<file path="config.mk">
export PLATFORM = sky130hd
export DESIGN_NAME = elevator_scheduler_flat
export DESIGN_NICKNAME = d
export VERILOG_FILES = /design/src/rtl/elevator_scheduler_if.sv /design/src/rtl/elevator_scheduler.sv /design/src/flat_wrapper.sv
export SDC_FILE = /design/constraint.sdc
export NUM_CORES = 1
export LEC_CHECK = 0
export BUFFER_PORTS_ARGS = -buffer_cell sky130_fd_sc_hd__buf_4
export CAP_MARGIN = 20
export CORE_ASPECT_RATIO = 1.1
export CORE_MARGIN = 2
export CORE_UTILIZATION = 45
export DETAILED_ROUTE_END_ITERATION = 10
export PLACE_DENSITY = 0.64
export SYNTH_ARGS = -nofsm -noshare
export SYNTH_HDL_FRONTEND = slang
export SYNTH_SLANG_ARGS = --single-unit
</file>
<file path="constraint.sdc">
create_clock -name clk -period 2.3 [get_ports clk]
set_input_delay 0.115 -clock clk [delete_from_list [all_inputs] [get_ports clk]]
set_output_delay 0.115 -clock clk [all_outputs]
set_load 0.05 [all_outputs]
</file>
<file path="src/rtl/elevator_scheduler_if.sv">
// Signal bundle between the button/sensor front end and the elevator scheduler.
// master drives buttons, sensors and tick; slave (the scheduler) drives motor, door and display.
interface elevator_scheduler_if;
  logic       tick;
  logic [3:0] req_in;
  logic [3:0] req_out;
  logic [3:0] sns;
  logic       motor_up;
  logic       motor_dn;
  logic       door_open;
  logic [2:0] story;
  logic [3:0] pending;
  logic [1:0] state_dbg;

  // Inputs are sampled on the scheduler clock and need no handshake.
  // Each req bit is a one-clk pulse, and tick is a one-clk strobe.
  // Outputs are registered and hold until the next state change.
  modport master (
    output tick, req_in, req_out, sns,
    input  motor_up, motor_dn, door_open, story, pending, state_dbg
  );

  modport slave (
    input  tick, req_in, req_out, sns,
    output motor_up, motor_dn, door_open, story, pending, state_dbg
  );
endinterface

</file>
<file path="src/rtl/elevator_scheduler.sv">
// SCAN-style request scheduler for a 4-floor elevator: latches requests, tracks the floor,
// drives the motor and a timed door. The FSM state is exposed on state_dbg.
module elevator_scheduler #(
  parameter int         N_FLOORS   = 4,
  parameter logic [7:0] DOOR_TICKS = 8'd48
) (
  input logic            clk,
  input logic            rst_n,
  elevator_scheduler_if.slave bus
);

  typedef enum logic [1:0] {
    IDLE      = 2'd0,
    MOVE_UP   = 2'd1,
    MOVE_DN   = 2'd2,
    DOOR_OPEN = 2'd3
  } state_e;

  state_e     state;
  logic       motor_up_q;
  logic       motor_dn_q;
  logic       door_open_q;
  logic [2:0] story_q;
  logic [3:0] pending_q;
  logic       dir_up;
  logic [7:0] door_cnt;
  logic [1:0] depart_idx;

  logic [1:0] story_idx;
  logic       sns_oh;
  logic [1:0] sns_idx;
  logic [3:0] req_any;
  logic [3:0] above;
  logic [3:0] below;
  logic       arrived;
  logic       open_now;
  logic [1:0] open_idx;
  logic [3:0] set_mask;
  logic [3:0] clr_mask;

  assign req_any = bus.req_in | bus.req_out;

  always_comb begin
    story_idx = 2'd0;
    case (story_q)
      3'd2:    story_idx = 2'd1;
      3'd3:    story_idx = 2'd2;
      3'd4:    story_idx = 2'd3;
      default: story_idx = 2'd0;
    endcase
  end

  // Only a clean one-hot reading is trusted; gaps and multi-hot faults are ignored.
  always_comb begin
    sns_oh  = 1'b1;
    sns_idx = 2'd0;
    case (bus.sns)
      4'b0001: sns_idx = 2'd0;
      4'b0010: sns_idx = 2'd1;
      4'b0100: sns_idx = 2'd2;
      4'b1000: sns_idx = 2'd3;
      default: sns_oh  = 1'b0;
    endcase
  end

  always_comb begin
    above = 4'b0000;
    below = 4'b0000;
    for (int f = 0; f < N_FLOORS; f++) begin
      above[f] = pending_q[f] && (f > int'(story_idx));
      below[f] = pending_q[f] && (f < int'(story_idx));
    end
  end

  assign arrived = sns_oh && (sns_idx != depart_idx);

  // Decide whether the door opens this clk, and at which floor, so the pending bit can be cleared on entry.
  always_comb begin
    open_now = 1'b0;
    open_idx = story_idx;
    case (state)
      IDLE: open_now = pending_q[story_idx];
      MOVE_UP, MOVE_DN: begin
        if (arrived && pending_q[sns_idx]) begin
          open_now = 1'b1;
          open_idx = sns_idx;
        end
      end
      default: open_now = 1'b0;
    endcase
  end

  // While the door is open, a press for this floor only extends the door time.
  always_comb begin
    set_mask = req_any;
    if (state == DOOR_OPEN) set_mask[story_idx] = 1'b0;
    clr_mask = open_now ? (4'b0001 << open_idx) : 4'b0000;
  end

  always_ff @(posedge clk or negedge rst_n) begin
    if (!rst_n) begin
      state       <= IDLE;
      motor_up_q  <= 1'b0;
      motor_dn_q  <= 1'b0;
      door_open_q <= 1'b0;
      story_q     <= 3'd1;
      pending_q   <= 4'b0000;
      dir_up      <= 1'b1;
      door_cnt    <= 8'd0;
      depart_idx  <= 2'd0;
    end else begin
      if (sns_oh) story_q <= {1'b0, sns_idx} + 3'd1;
      pending_q <= (pending_q & ~clr_mask) | set_mask;

      case (state)
        IDLE: begin
          if (open_now) begin
            state       <= DOOR_OPEN;
            door_open_q <= 1'b1;
            door_cnt    <= 8'd0;
          end else if (dir_up && (above != 4'b0000)) begin
            state      <= MOVE_UP;
            motor_up_q <= 1'b1;
            depart_idx <= story_idx;
          end else if (below != 4'b0000) begin
            state      <= MOVE_DN;
            motor_dn_q <= 1'b1;
            dir_up     <= 1'b0;
            depart_idx <= story_idx;
          end else if (above != 4'b0000) begin
            state      <= MOVE_UP;
            motor_up_q <= 1'b1;
            dir_up     <= 1'b1;
            depart_idx <= story_idx;
          end
        end

        MOVE_UP: begin
          if (open_now) begin
            state       <= DOOR_OPEN;
            motor_up_q  <= 1'b0;
            door_open_q <= 1'b1;
            door_cnt    <= 8'd0;
          end else if (arrived && (sns_idx == 2'd3)) begin
            state      <= IDLE;
            motor_up_q <= 1'b0;
          end
        end

        MOVE_DN: begin
          if (open_now) begin
            state       <= DOOR_OPEN;
            motor_dn_q  <= 1'b0;
            door_open_q <= 1'b1;
            door_cnt    <= 8'd0;
          end else if (arrived && (sns_idx == 2'd0)) begin
            state      <= IDLE;
            motor_dn_q <= 1'b0;
          end
        end

        DOOR_OPEN: begin
          if (req_any[story_idx]) begin
            door_cnt <= 8'd0;
          end else if (bus.tick) begin
            if (door_cnt == DOOR_TICKS - 8'd1) begin
              state       <= IDLE;
              door_open_q <= 1'b0;
              door_cnt    <= 8'd0;
            end else begin
              door_cnt <= door_cnt + 8'd1;
            end
          end
        end

        default: state <= IDLE;
      endcase
    end
  end

  assign bus.motor_up  = motor_up_q;
  assign bus.motor_dn  = motor_dn_q;
  assign bus.door_open = door_open_q;
  assign bus.story     = story_q;
  assign bus.pending   = pending_q;
  assign bus.state_dbg = state;

endmodule

</file>
<file path="src/flat_wrapper.sv">
// flat-port wrapper written by rule: the top's interface ports become plain ports
module elevator_scheduler_flat 
#(
  parameter int         N_FLOORS   = 4,
  parameter logic [7:0] DOOR_TICKS = 8'd48
)
  (clk, rst_n, bus_tick, bus_req_in, bus_req_out, bus_sns, bus_motor_up, bus_motor_dn, bus_door_open, bus_story, bus_pending, bus_state_dbg);
  elevator_scheduler_if bus_i ();
  input logic clk;
  input logic rst_n;
  input wire logic [$bits(bus_i.tick)-1:0] bus_tick;
  input wire logic [$bits(bus_i.req_in)-1:0] bus_req_in;
  input wire logic [$bits(bus_i.req_out)-1:0] bus_req_out;
  input wire logic [$bits(bus_i.sns)-1:0] bus_sns;
  output wire logic [$bits(bus_i.motor_up)-1:0] bus_motor_up;
  output wire logic [$bits(bus_i.motor_dn)-1:0] bus_motor_dn;
  output wire logic [$bits(bus_i.door_open)-1:0] bus_door_open;
  output wire logic [$bits(bus_i.story)-1:0] bus_story;
  output wire logic [$bits(bus_i.pending)-1:0] bus_pending;
  output wire logic [$bits(bus_i.state_dbg)-1:0] bus_state_dbg;
  assign bus_i.tick = bus_tick;
  assign bus_i.req_in = bus_req_in;
  assign bus_i.req_out = bus_req_out;
  assign bus_i.sns = bus_sns;
  assign bus_motor_up = bus_i.motor_up;
  assign bus_motor_dn = bus_i.motor_dn;
  assign bus_door_open = bus_i.door_open;
  assign bus_story = bus_i.story;
  assign bus_pending = bus_i.pending;
  assign bus_state_dbg = bus_i.state_dbg;
  elevator_scheduler #(.N_FLOORS(N_FLOORS), .DOOR_TICKS(DOOR_TICKS)) u_core (.clk(clk), .rst_n(rst_n), .bus(bus_i));
endmodule
</file>
==> results of run 1 <==
## worst register-to-register path, delay by kind of cell (launching register included)
kind / cells / cell delay [ns]
AO/OA/AOI/OAI: 3 / 0.63
buffers and inverters: 2 / 0.33
flip-flops: 1 / 0.61
AND/OR/NAND/NOR: 2 / 0.56
## final timing paths
check,startpoint,endpoint,slack (ns),depth (start not counted)
min,bus_sns[1],u_core.bus.story[0]$_DFFE_PN1P_,0.07,2
min reg2reg,u_core.door_cnt[7]$_DFFE_PN0P_,u_core.door_cnt[7]$_DFFE_PN0P_,0.50,1
max in group asynchronous,rst_n,u_core.dir_up$_DFFE_PN1P_,1.74,2
max,u_core.bus.story[0]$_DFFE_PN1P_,u_core.bus.pending[2]$_DFF_PN0_,0.07,7
max reg2reg,u_core.bus.story[0]$_DFFE_PN1P_,u_core.bus.pending[2]$_DFF_PN0_,0.07,7
min in group asynchronous,rst_n,u_core.door_cnt[6]$_DFFE_PN0P_,0.27,2
## cell usage in the layout, fill, tap and decap left out, types with 4 or more instances in the layout
| cell | n |
|---|---|
| ha_1 | 7 |
| dfrtp_1 | 19 |
| o31ai_1 | 6 |
| a21oi_1 | 11 |
| inv_1 | 17 |
| o21ai_0 | 17 |
| nand2b_1 | 9 |
| nand3_1 | 6 |
| mux2_2 | 4 |
| nand2_1 | 13 |
| nor2_1 | 15 |
| o211ai_1 | 5 |
| buf_4 | 50 |
## sequential cells by signal (all words and copies together), names as in the netlist
register	count
u_core.bus.motor_dn	1
u_core.dir_up	1
u_core.depart_idx	2
u_core.bus.motor_up	1
u_core.bus.door_open	1
u_core.bus.story	3
u_core.door_cnt	8
u_core.bus.state_dbg	2
u_core.bus.pending	4
## report_power, final
part           switching (mW)  leakage [nW]  internal, mW
Clock                   0.144        0.0255         0.121
Combinational           0.142         0.700         0.106
Sequential            0.00829         0.263         0.414
## kinds of logic after synthesis
family	Yosys count	share of synthesized area (%)
multiplexers	6	3.63
AND/OR/NAND/NOR	72	22.1
XOR/XNOR	2	0.978
buffers and inverters	25	6.98
flip-flops	23	32.3
AO/OA/AOI/OAI	74	29.2
adder cells (fa/ha/maj)	7	4.89
## stage by stage
step                hold slack, ns  area, µm²
finish                      0.0727       2310
global placement            0.0347       2190
floorplan                   -0.181       1820
global route                0.0844       2310
detailed placement          0.0387       2190
CTS                         0.0761       2240
## layer usage
metal | vias to the layer above | track usage [%]
li1 | 891 | -
met1 | 827 | 29.1
met2 | 34 | 35.9
met3 | 6 | 2.58
met4 | 0 | 7.57
met5 | - | 0
## final cells by class
class	instances	area, µm²	share of cell area [%]
clock buffers	3	41.3	1.79
well taps	52	65.1	2.82
multi-input cells	161	1160	50.1
inverters	17	63.8	2.76
clock inverters	1	5.00	0.217
flip-flops and latches	23	581	25.1
repair buffers	52	397	17.2
## timing repair
action	in CTS	in global routing
setup endpoints to repair	0	7
buffers inserted	0	3
endpoints found under the hold margin	21	0
hold buffers	1	0
gates resized for setup	0	8
==> impl_results.md, run 1 <==
* Status: finished clean
* Post-synth EDFFs at 0
* Placement Setup Slack at 0.0505 ns
* Syn Area/Cell at 8.57 µm²
* Area grow syn2layout at 28.8%
* CP required at 2.47 ns
* Worst path slowest cell: dfstp_2
* Worst setup SP type: flop
* Worst hold path type: in2reg
* Headroom to the max-slew limit at 71.5%
* Die area at 4500 µm²
* Number of synthesized register bits at 23
* Largest net degree at the start of global routing at 24
* Metal-1 WL at 2.16 mm
* Worst skew pair latency at 0.27 ns
* Pre-antenna DRT Iters at 4
* Crit path DAT at 2.40 ns
* Fin util at 59.1%
* Synth cell types at 57
* Post-Syn Nets at 231
* CTS Sinks at 23
* Setup WS post-layout at 0.0683 ns
* Starting DRT DRC Count at 146
* Final ANT Viol Nets at 0
* Power Total at 0.936 mW
* Max VDD drop at 0.208 mV
* Synth warnings at 0
* TritonCTS clock tree: yes
* DR vias/cell at 5.69
* Top-Level Pins at 27
* Top-count cell post-synth: dfrtp_1
* First-pass GRT wire length at 7.78 mm
* Ratio of cells with drive above 1 in the final layout at 32.7%
* Placer Congestion at 0.831
* Clk pin slew, worst setup/hold paths at 0.09 ns
* Number of global-route vias before repair at 1664
* Top FF cell, synth: dfrtp_1
* # DRC at 0
* Clk root buf: clkbuf_8
* Hold Violations, Final at 0
* Crit Path Max Fanout at 7
* Slew Limit Fails at 0
* Worst path bufs/invs at 2
* TNS Setup at 0 ns
* Antenna violations before repair at 0
* H-tree depth at 1
* Post-synth top cells: 21 x dfrtp_1, 17 x inv_1, 17 x o21ai_0, 15 x nor2_1, 13 x nand2_1
* Starting Density at 45.9%
* Placed cells at 301
* Synthesized instance count at 209
* Highest routed layer: met4
* I/O Buffers at 26
* DP HPWL at 3.54 mm
* Final wirelength at 4.61 mm
* Top cells by area, synth: dfrtp_1 29%, ha_1 4.9%, o21ai_0 4.7%
* Via count at 1758
* Ant diodes at 0
* Synthesized area at 1790 µm²
* Core Area at 3900 µm²
* Power per Cell Area at 406 nW/µm²
* Crit Path Category: reg2reg
* Min Clock Period, post-route at 2.23 ns
* CP peak stage delay at 0.61 ns
* Largest area contributor in the netlist: dfrtp_1
* Synth async-reset ratio at 100%
* Maximum clock frequency at 448 MHz
* MaxCap Viol Count at 0
* Seq/Total Area, Yosys at 32.3%
* Fillers at 350
* Layout Cells excl Fill at 309
* Worst Tran Pin Value at 0.428 ns
* Skew final at 0.00130 ns
* Crit-path cells: buf_6, nand2b_4, a32oi_2, a211oi_2, buf_4, or4b_4, a31o_1
* Final period utilization at 97.0%
* Die width at 64.2 µm
* Nets@finish at 280
* CP delay by family, top: compound AO/OA/AOI/OAI gates
* Final setup viols at 0
* Synth top area share at 29.3%
* P_leak at 0.988 nW
* Crit end category: flop
* TritonCTS Buffers at 3
* Gr ovfl total at 0
* Die Span Y at 70.2 µm
* Met3 wire len at 147 µm
* Met2 wire len at 2.24 mm
* Total track usage at 21.7%
* Max clock buf depth at 2
* FP Rows at 24
* Wire per inst at 14.9 µm
Note: power is estimated with default switching activity, not from simulation.
==> inputs of run 2 (changes only) <==
GPL_TIMING_DRIVEN = 0   (was unset)
==> run 2 against run 1 <==
Effect of this change:
- combinational power grew 9.7%
- worst hold slack lost 0.024 ns
- sequential power grew 1%
- power grew 3.4%
- clock skew grew 0.0036 ns
- critical path depth shrank 1
- non-clock buffer count shrank 3
- first-iteration DRC count shrank 13%
- register-to-register slack lost 0.06 ns
- maximum frequency shrank 2.7%
- via count shrank 0.57%
==> impl_results.md, run 2 (same netlist as run 1, synthesis figures left out) <==
* Status: finished clean
* Ant diodes at 0 (unchanged)
* Final setup viols at 0 (unchanged)
* Min Clock Period, post-route at 2.29 ns (+0.0617 ns)
* Headroom to the max-slew limit at 68.0% (-3.5 points)
* Worst R2R End: u_core.depart_idx[0]$_DFFE_PN0P_
* Max FFs per register at 8 (unchanged)
* RSZ-0062 raised after global routing: true
* Fillers at 363 (+3.7%)
* Top-Level Pins at 27 (unchanged)
* Starting DRT DRC Count at 127 (-13%)
* First-pass GRT wire length at 7.60 mm (-2.3%)
* Skew final at 0.00492 ns (+0.00362 ns)
* Worst skew pair latency at 0.28 ns (about the same)
* P_leak at 0.995 nW (+0.71%)
* Core Area at 3900 µm² (unchanged)
* DP HPWL at 3.24 mm (-8.5%)
* Slew Limit Fails at 0 (unchanged)
* Die area at 4500 µm² (unchanged)
* Final period utilization at 99.7% (+2.7 points)
* Clk pin slew, worst setup/hold paths at 0.09 ns (about the same)
* Commonest non-fill, non-tap cell in the layout: buf_4
* Highest routed layer: met4
* FP Rows at 24 (unchanged)
* # DRC at 0 (unchanged)
* TNS Setup at 0 ns (unchanged)
* Crit path DAT at 2.46 ns (+0.06 ns)
* DR vias/cell at 5.71 (+0.41%)
* Fin util at 62.1% (+2.9 points)
* Crit-path cells: mux2_4, a32oi_4, a211oi_4, a41o_2, a211oi_4, mux2_4
* Hold Violations, Final at 0 (unchanged)
* Starting Density at 45.9% (unchanged)
* Area grow syn2layout at 35.2%
* Hold slack at 0.0489 ns (-0.0238 ns)
* Metal-1 WL at 2.19 mm (+1.4%)
* Wire per inst at 15.3 µm (+2.2%)
* Fin area at 2420 µm² (+4.9%)
* Die width at 64.2 µm (unchanged)
* Dpl cell area at 2070 µm² (-5.4%)
* Antenna violations before repair at 0 (unchanged)
* Hold Path Sink: u_core.bus.story[0]$_DFFE_PN1P_
* Crit Path Max Fanout at 6 (-1)
* Commonest non-fill, non-tap cells in the layout: 43 x buf_4, 19 x dfrtp_1, 17 x inv_1, 17 x o21ai_0, 14 x nor2_1
* Final wirelength at 4.67 mm (+1.2%)
* Worst path bufs/invs at 0 (-2)
* Ratio of cells with drive above 1 in the final layout at 35.8% (+3.1 points)
* Crit Path Category: reg2reg
* Register area at 581 µm² (unchanged)
* CP peak stage delay at 0.61 ns (about the same)
* Die Span Y at 70.2 µm (unchanged)
* Worst hold path type: in2reg
* R2r startpoint: u_core.bus.story[0]$_DFFE_PN1P_
* Max VDD drop at 0.229 mV (+10%)
* TritonCTS Buffers at 3 (unchanged)
* Nets@finish at 277 (-1.1%)
* Hold Startpoint: bus_sns[1]
* CP delay by family, top: compound AO/OA/AOI/OAI gates
* Biggest register: u_core.door_cnt
* Max clock buf depth at 2 (unchanged)
* TritonCTS clock tree: yes
* Placer Congestion at 0.802 (-3.4%)
* Via count at 1748 (-0.57%)
* Worst path slowest cell: dfstp_2
* Reg2reg path depth at 6 (-1)
* Power per Cell Area at 400 nW/µm² (-1.4%)
* CP required at 2.47 ns (about the same)
* CTS Sinks at 23 (unchanged)
* Met2 wire len at 2.18 mm (-2.7%)
* Worst setup SP type: flop
* Gr ovfl total at 0 (unchanged)
* Path length in cells of the critical path at 6 (-1)
* Final ANT Viol Nets at 0 (unchanged)
* Total track usage at 21.3% (-0.33 points)
* Pre-antenna DRT Iters at 4 (unchanged)
* H-tree depth at 1 (unchanged)
* Maximum clock frequency at 436 MHz (-2.7%)
* Met3 wire len at 205 µm (+39%)
* Hold depth at 2 (unchanged)
* Number of global-route vias before repair at 1627 (-2.2%)
* MaxCap Viol Count at 0 (unchanged)
* Crit end category: flop
* Multi-input logic area at 1280 µm² (+11%)
* Worst Tran Pin Value at 0.478 ns (+0.0509 ns)
* I/O Buffers at 24 (-7.7%)
* Clk root buf: clkbuf_8
* FF-to-FF setup slack at 0.007 ns (-0.06 ns)
* Largest net degree at the start of global routing at 24 (unchanged)
[run 2: what timing repair did]
action / CTS / global route
hold buffers: 1 / 0
gates resized for setup: 13 / 21
setup buffers: 2 / 15
pin swaps: 2 / 14
hold endpoints to repair: 21 / 0
endpoints found under the setup margin: 14 / 15
[run 2: cell type report]
type | instances | share of cell area, %
Clock buffer | 3 | 1.70
Inverter | 17 | 2.63
Multi-Input combinational cell | 161 | 53.0
Timing Repair Buffer | 42 | 13.1
Buffer | 7 | 2.69
Tap cell | 52 | 2.69
Sequential cell | 23 | 24.0
Clock inverter | 1 | 0.207
[run 2: worst register-to-register path, delay by kind of cell (launching register included)]
| kind | cells | cell delay (ns) |
|---|---|---|
| flops | 1 | 0.61 |
| mux | 2 | 0.65 |
| compound gates | 4 | 0.92 |
[run 2: stage by stage]
| stage | cells | setup slack, ns | power (mW) |
|---|---|---|---|
| finish | 306 | 0.00660 | 0.968 |
| CTS | 292 | 0.00329 | 0.928 |
| floorplan | 209 | -0.120 | 0.569 |
| detailed placement | 285 | -0.444 | 0.639 |
| global placement | 285 | -0.496 | 0.640 |
| global route | 306 | -0.0526 | 1.02 |
[run 2: worst max path at each step]
stage | startpoint | slack (ns) | end
finish | u_core.bus.story[0]$_DFFE_PN1P_ | 0.007 | u_core.depart_idx[0]$_DFFE_PN0P_
global route | u_core.bus.story[0]$_DFFE_PN1P_ | -0.05 | u_core.depart_idx[0]$_DFFE_PN0P_
CTS | u_core.bus.state_dbg[0]$_DFFE_PN0P_ | 0.003 | u_core.bus.pending[2]$_DFF_PN0_
detailed placement | u_core.door_cnt[0]$_DFFE_PN0P_ | -0.44 | u_core.bus.state_dbg[1]$_DFFE_PN0P_
global placement | u_core.door_cnt[0]$_DFFE_PN0P_ | -0.50 | u_core.bus.state_dbg[1]$_DFFE_PN0P_
floorplan | u_core.bus.story[0]$_DFFE_PN1P_ | -0.12 | u_core.depart_idx[0]$_DFFE_PN0P_
[run 2: routing by layer]
| layer | GRT usage, % | vias to the layer above |
|---|---|---|
| met5 | 0 | - |
| met4 | 7.80 | 0 |
| met3 | 2.74 | 10 |
| met2 | 33.3 | 39 |
| met1 | 30.2 | 822 |
| li1 | - | 877 |
[run 2: where the power goes]
| group | switching, mW | total, mW | internal, mW |
|---|---|---|---|
| clock | 0.147 | 0.268 | 0.122 |
| combinational | 0.155 | 0.272 | 0.117 |
| sequential | 0.0132 | 0.428 | 0.415 |
